<file path="src/rtl/huffman_pkg.sv">
// Shared state encoding and sizing helpers for the parametrised Huffman coder.
package huffman_pkg;

   typedef enum logic [2:0] {
      S_IDLE  = 3'd0,
      S_COUNT = 3'd1,
      S_SORT  = 3'd2,
      S_MERGE = 3'd3,
      S_TRACE = 3'd4,
      S_DONE  = 3'd5
   } state_t;

   localparam int NSYM_MIN = 2;
   localparam int NSYM_MAX = 15;

   // Node ids run 1..2*NSYM-1, so this width also indexes a 2*NSYM entry table.
   function automatic int node_id_w(input int nsym);
      return $clog2(2 * nsym);
   endfunction

   function automatic int root_id(input int nsym);
      return 2 * nsym - 1;
   endfunction

   function automatic int sum_w(input int nsym, input int cnt_w);
      return cnt_w + $clog2(nsym);
   endfunction

endpackage

</file>
<file path="src/rtl/huffman_hist.sv">
// Per-symbol saturating histogram with range check and frame clear.
module huffman_hist
   import huffman_pkg::*;
#(
   parameter int NSYM   = 6,
   parameter int DATA_W = 8,
   parameter int CNT_W  = 8
) (
   input  logic                  clk,
   input  logic                  rst,
   input  logic                  i_clear,
   input  logic                  i_en,
   input  logic [DATA_W-1:0]     i_data,
   output logic [NSYM*CNT_W-1:0] o_cnt
);

   localparam logic [CNT_W-1:0] CNT_MAX = {CNT_W{1'b1}};

   logic [CNT_W-1:0] r_cnt [NSYM];
   logic [NSYM-1:0]  w_hit;

   always_comb begin
      for (int s = 0; s < NSYM; s++) begin
         w_hit[s] = i_en && (i_data == DATA_W'(s + 1));
         o_cnt[s*CNT_W +: CNT_W] = r_cnt[s];
      end
   end

   // A clear cycle restarts the frame and still counts its own symbol.
   always_ff @(posedge clk or posedge rst) begin
      if (rst) begin
         for (int s = 0; s < NSYM; s++) r_cnt[s] <= '0;
      end else begin
         for (int s = 0; s < NSYM; s++) begin
            if (i_clear)
               r_cnt[s] <= w_hit[s] ? CNT_W'(1) : CNT_W'(0);
            else if (w_hit[s] && (r_cnt[s] != CNT_MAX))
               r_cnt[s] <= r_cnt[s] + CNT_W'(1);
            else
               r_cnt[s] <= r_cnt[s];
         end
      end
   end

endmodule

</file>
<file path="src/rtl/huffman_param.sv">
// Histogram a symbol frame, build a Huffman tree over NSYM symbols and
// emit per-symbol code (leaf bit at LSB) and length mask.
module huffman_param
   import huffman_pkg::*;
#(
   parameter int NSYM   = 6,
   parameter int DATA_W = 8,
   parameter int CNT_W  = 8,
   parameter int CODE_W = 8
) (
   input  logic                   clk,
   input  logic                   reset,
   input  logic                   gray_valid,
   input  logic [DATA_W-1:0]      gray_data,
   output logic                   CNT_valid,
   output logic [NSYM*CNT_W-1:0]  CNT,
   output logic                   code_valid,
   output logic [NSYM*CODE_W-1:0] HC,
   output logic [NSYM*CODE_W-1:0] M
);

   localparam int IDW = node_id_w(NSYM);
   localparam int SW  = sum_w(NSYM, CNT_W);
   localparam int CW  = $clog2(NSYM + 1);
   localparam logic [IDW-1:0] ROOT_ID = IDW'(root_id(NSYM));

   if (CODE_W < NSYM - 1) begin : g_code_w_chk
      $error("huffman_param: CODE_W must be >= NSYM-1");
   end
   if (NSYM < NSYM_MIN || NSYM > NSYM_MAX) begin : g_nsym_chk
      $error("huffman_param: NSYM out of range");
   end

   state_t r_state, w_next;
   logic [IDW-1:0]    r_id  [NSYM];
   logic [SW-1:0]     r_wt  [NSYM];
   logic [IDW-1:0]    w_sid [NSYM];
   logic [SW-1:0]     w_swt [NSYM];
   logic [IDW-1:0]    r_par [2*NSYM];
   logic              r_bit [2*NSYM];
   logic [IDW-1:0]    r_cur [NSYM];
   logic [CODE_W-1:0] r_code [NSYM], r_mask [NSYM], r_hc [NSYM], r_m [NSYM];
   logic [CW-1:0]     r_len, r_pass, r_step;
   logic [IDW-1:0]    r_new_id;
   logic              r_cnt_valid, r_code_valid;
   logic [IDW-1:0]    w_c1_id, w_c0_id;
   logic [SW-1:0]     w_c1_wt, w_c0_wt, w_sum;
   logic              w_hist_en, w_hist_clr;

   function automatic logic ranks_above(input logic [SW-1:0] wa, input logic [IDW-1:0] ida,
                                        input logic [SW-1:0] wb, input logic [IDW-1:0] idb);
      return (wa > wb) || ((wa == wb) && (ida < idb));
   endfunction

   assign w_hist_en  = gray_valid && (r_state == S_IDLE || r_state == S_COUNT || r_state == S_DONE);
   assign w_hist_clr = gray_valid && (r_state == S_IDLE || r_state == S_DONE);

   huffman_hist #(.NSYM(NSYM), .DATA_W(DATA_W), .CNT_W(CNT_W)) u_hist (
      .clk     (clk),
      .rst     (reset),
      .i_clear (w_hist_clr),
      .i_en    (w_hist_en),
      .i_data  (gray_data),
      .o_cnt   (CNT)
   );

   // One odd-even transposition pass per SORT cycle; r_len passes fully sort the list.
   always_comb begin
      for (int i = 0; i < NSYM; i++) begin
         w_sid[i] = r_id[i];
         w_swt[i] = r_wt[i];
      end
      for (int i = 0; i < NSYM - 1; i++) begin
         if ((1'(i) == r_pass[0]) && (CW'(i + 1) < r_len) &&
             ranks_above(r_wt[i+1], r_id[i+1], r_wt[i], r_id[i])) begin
            w_sid[i]   = r_id[i+1];
            w_swt[i]   = r_wt[i+1];
            w_sid[i+1] = r_id[i];
            w_swt[i+1] = r_wt[i];
         end else begin
            w_sid[i] = w_sid[i];
         end
      end
   end

   always_comb begin
      w_c1_id = '0;
      w_c1_wt = '0;
      w_c0_id = '0;
      w_c0_wt = '0;
      for (int i = 0; i < NSYM; i++) begin
         if (CW'(i) == r_len - CW'(1)) begin
            w_c1_id = r_id[i];
            w_c1_wt = r_wt[i];
         end else if (CW'(i) == r_len - CW'(2)) begin
            w_c0_id = r_id[i];
            w_c0_wt = r_wt[i];
         end else begin
            w_c1_id = w_c1_id;
         end
      end
      w_sum = w_c1_wt + w_c0_wt;
   end

   always_comb begin
      w_next = r_state;
      case (r_state)
         S_IDLE:  if (gray_valid) w_next = S_COUNT; else w_next = S_IDLE;
         S_COUNT: if (!gray_valid) w_next = S_SORT; else w_next = S_COUNT;
         S_SORT:  if (r_pass == r_len - CW'(1)) w_next = S_MERGE; else w_next = S_SORT;
         S_MERGE: if (r_len == CW'(2)) w_next = S_TRACE; else w_next = S_SORT;
         S_TRACE: if (r_step == CW'(NSYM - 1)) w_next = S_DONE; else w_next = S_TRACE;
         S_DONE:  if (gray_valid) w_next = S_COUNT; else w_next = S_DONE;
         default: w_next = S_IDLE;
      endcase
   end

   // Datapath: list init, sort passes, merges, and the parallel leaf-to-root walk.
   always_ff @(posedge clk or posedge reset) begin
      if (reset) begin
         r_state      <= S_IDLE;
         r_len        <= '0;
         r_pass       <= '0;
         r_step       <= '0;
         r_new_id     <= '0;
         r_cnt_valid  <= 1'b0;
         r_code_valid <= 1'b0;
         for (int i = 0; i < NSYM; i++) begin
            r_id[i]   <= '0;
            r_wt[i]   <= '0;
            r_cur[i]  <= '0;
            r_code[i] <= '0;
            r_mask[i] <= '0;
            r_hc[i]   <= '0;
            r_m[i]    <= '0;
         end
         for (int n = 0; n < 2 * NSYM; n++) begin
            r_par[n] <= '0;
            r_bit[n] <= 1'b0;
         end
      end else begin
         r_state     <= w_next;
         r_cnt_valid <= (r_state == S_COUNT) && !gray_valid;
         case (r_state)
            S_COUNT: begin
               if (!gray_valid) begin
                  for (int i = 0; i < NSYM; i++) begin
                     r_id[i] <= IDW'(i + 1);
                     r_wt[i] <= SW'(CNT[i*CNT_W +: CNT_W]);
                  end
                  r_len    <= CW'(NSYM);
                  r_pass   <= '0;
                  r_new_id <= IDW'(NSYM + 1);
               end
            end
            S_SORT: begin
               for (int i = 0; i < NSYM; i++) begin
                  r_id[i] <= w_sid[i];
                  r_wt[i] <= w_swt[i];
               end
               r_pass <= r_pass + CW'(1);
            end
            S_MERGE: begin
               r_par[w_c1_id] <= r_new_id;
               r_bit[w_c1_id] <= 1'b1;
               r_par[w_c0_id] <= r_new_id;
               r_bit[w_c0_id] <= 1'b0;
               for (int i = 0; i < NSYM; i++) begin
                  if (CW'(i) == r_len - CW'(2)) begin
                     r_id[i] <= r_new_id;
                     r_wt[i] <= w_sum;
                  end
               end
               r_len    <= r_len - CW'(1);
               r_pass   <= '0;
               r_new_id <= r_new_id + IDW'(1);
               for (int s = 0; s < NSYM; s++) begin
                  r_cur[s]  <= IDW'(s + 1);
                  r_code[s] <= '0;
                  r_mask[s] <= '0;
               end
               r_step <= '0;
            end
            S_TRACE: begin
               if (r_step == CW'(NSYM - 1)) begin
                  for (int s = 0; s < NSYM; s++) begin
                     r_hc[s] <= r_code[s];
                     r_m[s]  <= r_mask[s];
                  end
                  r_code_valid <= 1'b1;
               end else begin
                  for (int s = 0; s < NSYM; s++) begin
                     if (r_cur[s] != ROOT_ID) begin
                        r_code[s] <= r_code[s] | (CODE_W'(r_bit[r_cur[s]]) << r_step);
                        r_mask[s] <= r_mask[s] | (CODE_W'(1) << r_step);
                        r_cur[s]  <= r_par[r_cur[s]];
                     end
                  end
                  r_step <= r_step + CW'(1);
               end
            end
            S_DONE: begin
               if (gray_valid) r_code_valid <= 1'b0;
            end
            default: begin
               r_pass <= r_pass;
            end
         endcase
      end
   end

   always_comb begin
      for (int s = 0; s < NSYM; s++) begin
         HC[s*CODE_W +: CODE_W] = r_hc[s];
         M[s*CODE_W +: CODE_W]  = r_m[s];
      end
   end

   assign CNT_valid  = r_cnt_valid;
   assign code_valid = r_code_valid;

endmodule
</file>
<file path="config.mk">
export PLATFORM = sky130hd
export DESIGN_NAME = huffman_param
export DESIGN_NICKNAME = d
export VERILOG_FILES = /design/src/rtl/huffman_pkg.sv /design/src/rtl/huffman_hist.sv /design/src/rtl/huffman_param.sv
export SDC_FILE = /design/constraint.sdc
export NUM_CORES = 1
export LEC_CHECK = 0
export CAP_MARGIN = 20
export CORE_MARGIN = 4
export CORE_UTILIZATION = 40
export DETAILED_ROUTE_END_ITERATION = 16
export GPL_ROUTABILITY_DRIVEN = 0
export PLACE_DENSITY = 0.55
export SYNTH_ARGS = -nofsm -noshare
export SYNTH_HDL_FRONTEND = slang
export SYNTH_HIERARCHICAL = 1
export SYNTH_SLANG_ARGS = --single-unit
</file>
<file path="constraint.sdc">
create_clock -name clk -period 32.6 [get_ports clk]
set_input_delay 9.78 -clock clk [delete_from_list [all_inputs] [get_ports clk]]
set_output_delay 9.78 -clock clk [all_outputs]
set_load 0.05 [all_outputs]
</file>
**Word-level counts from Yosys, hierarchy flattened**

Index checks and enable logic that the tools add are counted.

- Input port bits: 11
- Logic and storage cells: 454
- Bits in read-only memories: 0
- Memories kept: 0
- RAM bits: 0
- Flip-flop bits (word level): 432
- Bits in latches: 0
- Output and inout port bits: 146

- Reduce and logical (&&, ||, !) cells: 71
- Magnitude comparators: 25
- Bitwise operators: 24
- Shift-type cells: 7
- Divide/modulo/power cells: 0
- Multipliers: 0
- Muxes and demuxes: 173
- Add/sub/neg operators: 12
- Equal/unequal tests: 63

Operators by type and width:

| cell | count |
|---|---|
| two-way mux 11 bit | 24 |
| two-way mux 4 bit | 55 |
| case mux 66 bit (3 select lines) | 1 |
| two-way mux 8 bit | 24 |
| case mux 48 bit (2 select lines) | 2 |
| two-way mux 22 bit | 5 |
| binary-select mux 4 bit (select 4 bit) | 6 |
| bitwise mux 48 bit | 2 |
| two-way mux 48 bit | 2 |
| OR 8 bit | 12 |
| case mux 24 bit (3 select lines) | 1 |
| two-way mux 66 bit | 1 |
| == test 11 bit | 5 |
| greater-than comparator 11 bit | 5 |
| adder 8 x 1 -> 8 bit, second input constant | 6 |
| two-way mux 24 bit | 2 |
| != test 8 bit, second input constant | 6 |
| case mux 24 bit (2 select lines) | 1 |
| left shift 1 x 3 -> 8 bit | 6 |
| >= comparator 5 bit, second input constant | 8 |
| inverter 4 -> 5 bit | 8 |
| != test 2 bit, second input constant | 18 |
| demux 4 bit (select 4 bit) | 2 |
| logical AND 1 bit | 32 |
| 45 further kinds | 141 |

**Longest topological paths before layout**

- Depth in word-level cells: 21
- Mapped depth: 22
- Mapped depth without buffers: 20

**By module**

The synthesis kept the hierarchy.

By module, submodules not included:

| module | cells each | sequential area each (um^2) | times used | area an instance (um^2) |
|---|---|---|---|---|
| huffman_param | 2241 | 9609.2 | 1 | 22960.8 |
| huffman_hist | 305 | 1201.2 | 1 | 2793.9 |

**Worst setup path before layout**

No wires, ideal clock.

- Path kind: input to register
- From: input port gray_valid
- To: register u_hist.r_cnt, in the netlist u_hist/o_cnt[29]
- Path buffers: 1
- Data required time: 32.475 ns
- Path slack: 20.869 ns
- Library setup time: 0.125 ns
- Stages on the path: 7
- Arrival time: 11.607 ns
- Path through: nand2b_1 -> a21oi_1 -> or3b_2 -> or3_4 -> buf_6 -> nor4_1 -> mux2_2

- Longest elaborated chain between the ends: 4
- Elaborated cells on any way between the ends: 6
- Classes of those cells: 1 x mux; 5 x reduce/logical

Ends and longest elaborated chain:

| item | line | RTL |
|---|---|---|
| start: declaration | huffman_param.sv:13 | `input logic gray_valid,` |
| logical AND 1 bit | huffman_param.sv:55 | `assign w_hist_en = gray_valid && (r_state == S_IDLE \|\| r_state == S_COUNT \|\| r_state == S_DONE);` |
| net w_hist_en | huffman_param.sv:48 | `logic w_hist_en, w_hist_clr;` |
| logical AND 1 bit | huffman_hist.sv:24 | `w_hit[s] = i_en && (i_data == DATA_W'(s + 1));` |
| logical AND 1 bit | huffman_hist.sv:37 | `else if (w_hit[s] && (r_cnt[s] != CNT_MAX))` |
| nonzero test 2 bit (no line) | - |  |
| end signal: indexed assignment | huffman_hist.sv:36 | `r_cnt[s] <= w_hit[s] ? CNT_W'(1) : CNT_W'(0);` |
| end signal: indexed assignment | huffman_hist.sv:38 | `r_cnt[s] <= r_cnt[s] + CNT_W'(1);` |
| end signal: indexed assignment | huffman_hist.sv:40 | `r_cnt[s] <= r_cnt[s];` |
| end: declaration | huffman_hist.sv:19 | `logic [CNT_W-1:0] r_cnt [NSYM];` |

The timed path passes the listed nets, and every way through them passes these cells.
A chain may end at the register's enable or synchronous reset.

**Final worst setup path**

- From: input port gray_valid
- To: register u_hist.r_cnt, in the netlist u_hist/o_cnt[5]

Same word-level chain as after synthesis.

==> results.md <==
* Status: finished, final reports clean
* Share of cells above drive strength 1 at 0.151
* DRT iter0 DRCs at 2362
* RR Startpoint: r_len[0]
* Post-Syn Area per Cell at 10.1 µm²
* CP required at 33100 ps
* # fillers at 5832
* DRT antenna net count at 0
* Die width at 262 µm
* Area leader, netlist: dfrtp_1
* Row cnt at 92
* R2R Path End: r_wt[17]
* Worst skew pair latency at 620 ps
* Relative slew slack at 0.273
* N_diodes at 0
* Synth warn at 6
* Worst path max stage delay at 560 ps
* Post-synth top area share at 0.420
* Port bufs at 156
* Post-CTS sizing at 0
* Hold Fails Final Rpt at 0
* CTS max path bufs at 3
* Distinct cells, synth at 98
* Worst-path clk slew at 60 ps
* EDFF count, synth at 0
* Slowest stage cell, crit path: clkdlybuf4s50_1
* Slew @ Worst Pin at 1080 ps
* Antenna violations before repair at 0
* Setup TNS at 0 ps
* HPWL after DPL at 58.3 mm
* Fin crit share at 0.373
* Synth-to-Final Area Change at 16.8%
* WL/cell at 23.8 µm
* CP max FO at 14
* Area of the multi-input gates at 0.0139 mm²
* Yosys reg bits at 432
* Pwr dens at 101 mW/mm²
* Via density per instance at 6.18
* CTS hold repair buffers at 0
* Io pins at 157
* Worst-case reg-to-reg path depth at 20
* Endpoint class of the critical path: flop
* Cells after Synth at 2546
* Crit-path cells: clkdlybuf4s50_1, nand2b_1, a21oi_1, and3b_1, nand3_1, nor4_1, mux2_2
* Die Area at 0.0685 mm²
* First-pass GRT wire length at 130 mm
* RSZ-0062 raised after global routing: false
* Cell area after layout at 0.0301 mm²
* Grt ovf at 0
* Top cells by count, synth: dfrtp_1 (432), a21oi_1 (274), nor2_1 (213), nand2_1 (175), clkbuf_1 (144)
* Async S/R FF share, synth at 1.00
* CTS buffer count at 50
* Post-Route WL at 84.1 mm
* Critical path capture point: u_hist/o_cnt[5]
* GRT Util Overall at 0.242
* Reg area at 0.0108 mm²
* CTS tree: done
* Skew final at 34.2 ps
* VDD IR max at 0.0000500 V
* Largest net degree at the start of global routing at 153
* P_leak at 13.1 nW
* Setup violators final at 0
* CP startpoint kind: input pin
* Max-cap viol count at 0
* Total setup buffers inserted after CTS at 0
* Area contributors post-synth: dfrtp_1 (42%), mux4_2 (7.8%), a21oi_1 (5.3%)
* Reg2reg setup slack at 27020 ps
* 1st-pass router iterations at 8
* Core area at 0.0634 mm²
* Max Freq at 82.1 MHz
* Starting Density at 0.406
* Die H at 262 µm
* # H-tree levels at 2
* Final period demand of the worst path at 12170 ps
* Most common cell in the netlist: dfrtp_1
* Post-synth top flop: dfrtp_1
* Vias in the first global route at 21082
* Via count of the routed design at 21814
* Post-placement cell area at 0.0282 mm²
* Worst Setup SP: gray_valid
* Critical path class: input pin to flop
* Critical Path AT at 12670 ps
* Hold WC Path Type: flop to flop
* CTS sink count at 432
* Nets at 2757
* DR DRC count at 0
* CTS Root Cell: clkbuf_16
* Syn_nets at 2664
* Sequential element share of the synthesized area at 0.420
* Fin. max-slew vios at 0
* Mapped Area at 0.0258 mm²
## cells by family after synthesis
group                      count (synthesis)  synth area share
DFF                                      432             0.420
xor gates and xnor gates                  12           0.00554
muxes                                    286             0.163
buffers and inverters                    283            0.0419
AOI/OAI and AO/OA                        761             0.194
and+or+nand+nor                          665             0.123
adders and majority gates                107            0.0523
## cell type report
cell class                 instances  share of cell area
tap                              846              0.0352
sequential                       432               0.359
clock buffer                      64              0.0470
clock inverter                    30              0.0148
timing repair buffer             211              0.0672
inverter                         113              0.0144
multi-input combinational       1831               0.462
## registers in the layout, indices dropped and copies added, names as in the netlist
register,flops
r_wt,66
HC,48
M,48
r_code,48
r_mask,48
r_par,48
u_hist/o_cnt,48
r_cur,24
r_id,24
r_bit,12
r_new_id,4
r_len,3
r_pass,3
r_state,3
r_step,3
CNT_valid,1
code_valid,1
## critical path: cells and delay by family
family          cells  cell delay (ps)
compound gates      1              540
buf+inv             1              560
mux                 1              370
simple gates        4             1400
## power by group
part / internal, mW / switching [mW] / total [mW]
Clock: 0.387 / 0.245 / 0.632
Sequential: 0.644 / 0.215 / 0.859
Combinational: 0.622 / 0.922 / 1.54
Total: 1.65 / 1.38 / 3.03
## through the flow
step	total power, mW	hold WS (ps)	instances	worst slack, ps	util
6_report	3.03	488	3527	20430	0.474
5_1_grt	3.23	507	3527	20300	0.474
4_1_cts	3.01	488	3522	20470	0.473
3_5_place_dp	2.36	472	3428	19840	0.444
3_3_place_gp	2.33	468	3425	19850	0.443
2_1_floorplan	1.91	449	2546	12150	-
## layer usage
| metal | part of all wire | up-vias | GRT usage | wire length, µm |
|---|---|---|---|---|
| met5 | 0 | - | 0 | 0 |
| met4 | 0.031 | 0 | 0.0724 | 2630 |
| met3 | 0.075 | 176 | 0.0411 | 6280 |
| met2 | 0.46 | 937 | 0.382 | 39000 |
| met1 | 0.43 | 10952 | 0.345 | 36200 |
| li1 | - | 9749 | - | - |
## worst min path at each step
stage / startpoint / slack (ps) / to / depth (start not counted)
2_1_floorplan: r_mask[13] / 450 / r_mask[13] / 1
3_3_place_gp: r_mask[5] / 470 / r_mask[5] / 1
3_5_place_dp: r_mask[37] / 470 / r_mask[37] / 1
4_1_cts: r_mask[5] / 490 / r_mask[5] / 1
5_1_grt: r_mask[45] / 510 / r_mask[45] / 1
6_report: r_mask[5] / 490 / r_mask[5] / 1
## cell usage in the layout, fill, tap and decap left out, types with 12 or more instances in the layout
| master | netlist | final |
|---|---|---|
| or4_1 | 15 | 15 |
| a21oi_1 | 274 | 273 |
| nor2_1 | 213 | 211 |
| o211ai_1 | 14 | 14 |
| clkbuf_16 | 0 | 51 |
| a22oi_1 | 12 | 12 |
| nand4_1 | 23 | 23 |
| nand2_1 | 175 | 175 |
| mux2_1 | 43 | 43 |
| o22ai_1 | 14 | 14 |
| inv_1 | 109 | 107 |
| a211oi_1 | 32 | 32 |
| nand2b_1 | 19 | 18 |
| a222oi_1 | 14 | 14 |
| dfrtp_1 | 432 | 432 |
| nand3_1 | 47 | 47 |
| mux2_2 | 107 | 107 |
| mux2i_1 | 38 | 38 |
| a21o_1 | 21 | 21 |
| o31ai_1 | 24 | 23 |
| mux4_2 | 89 | 89 |
| a41oi_1 | 14 | 14 |
| clkdlybuf4s50_1 | 0 | 156 |
| nor3_1 | 47 | 46 |
| and3_1 | 19 | 19 |
| a221oi_1 | 57 | 57 |
| and2_1 | 27 | 27 |
| nor2b_1 | 31 | 31 |
| buf_4 | 1 | 48 |
| a31oi_1 | 43 | 43 |
| ha_1 | 106 | 106 |
| o21ai_0 | 114 | 114 |
(Power assumes the default switching activity.)
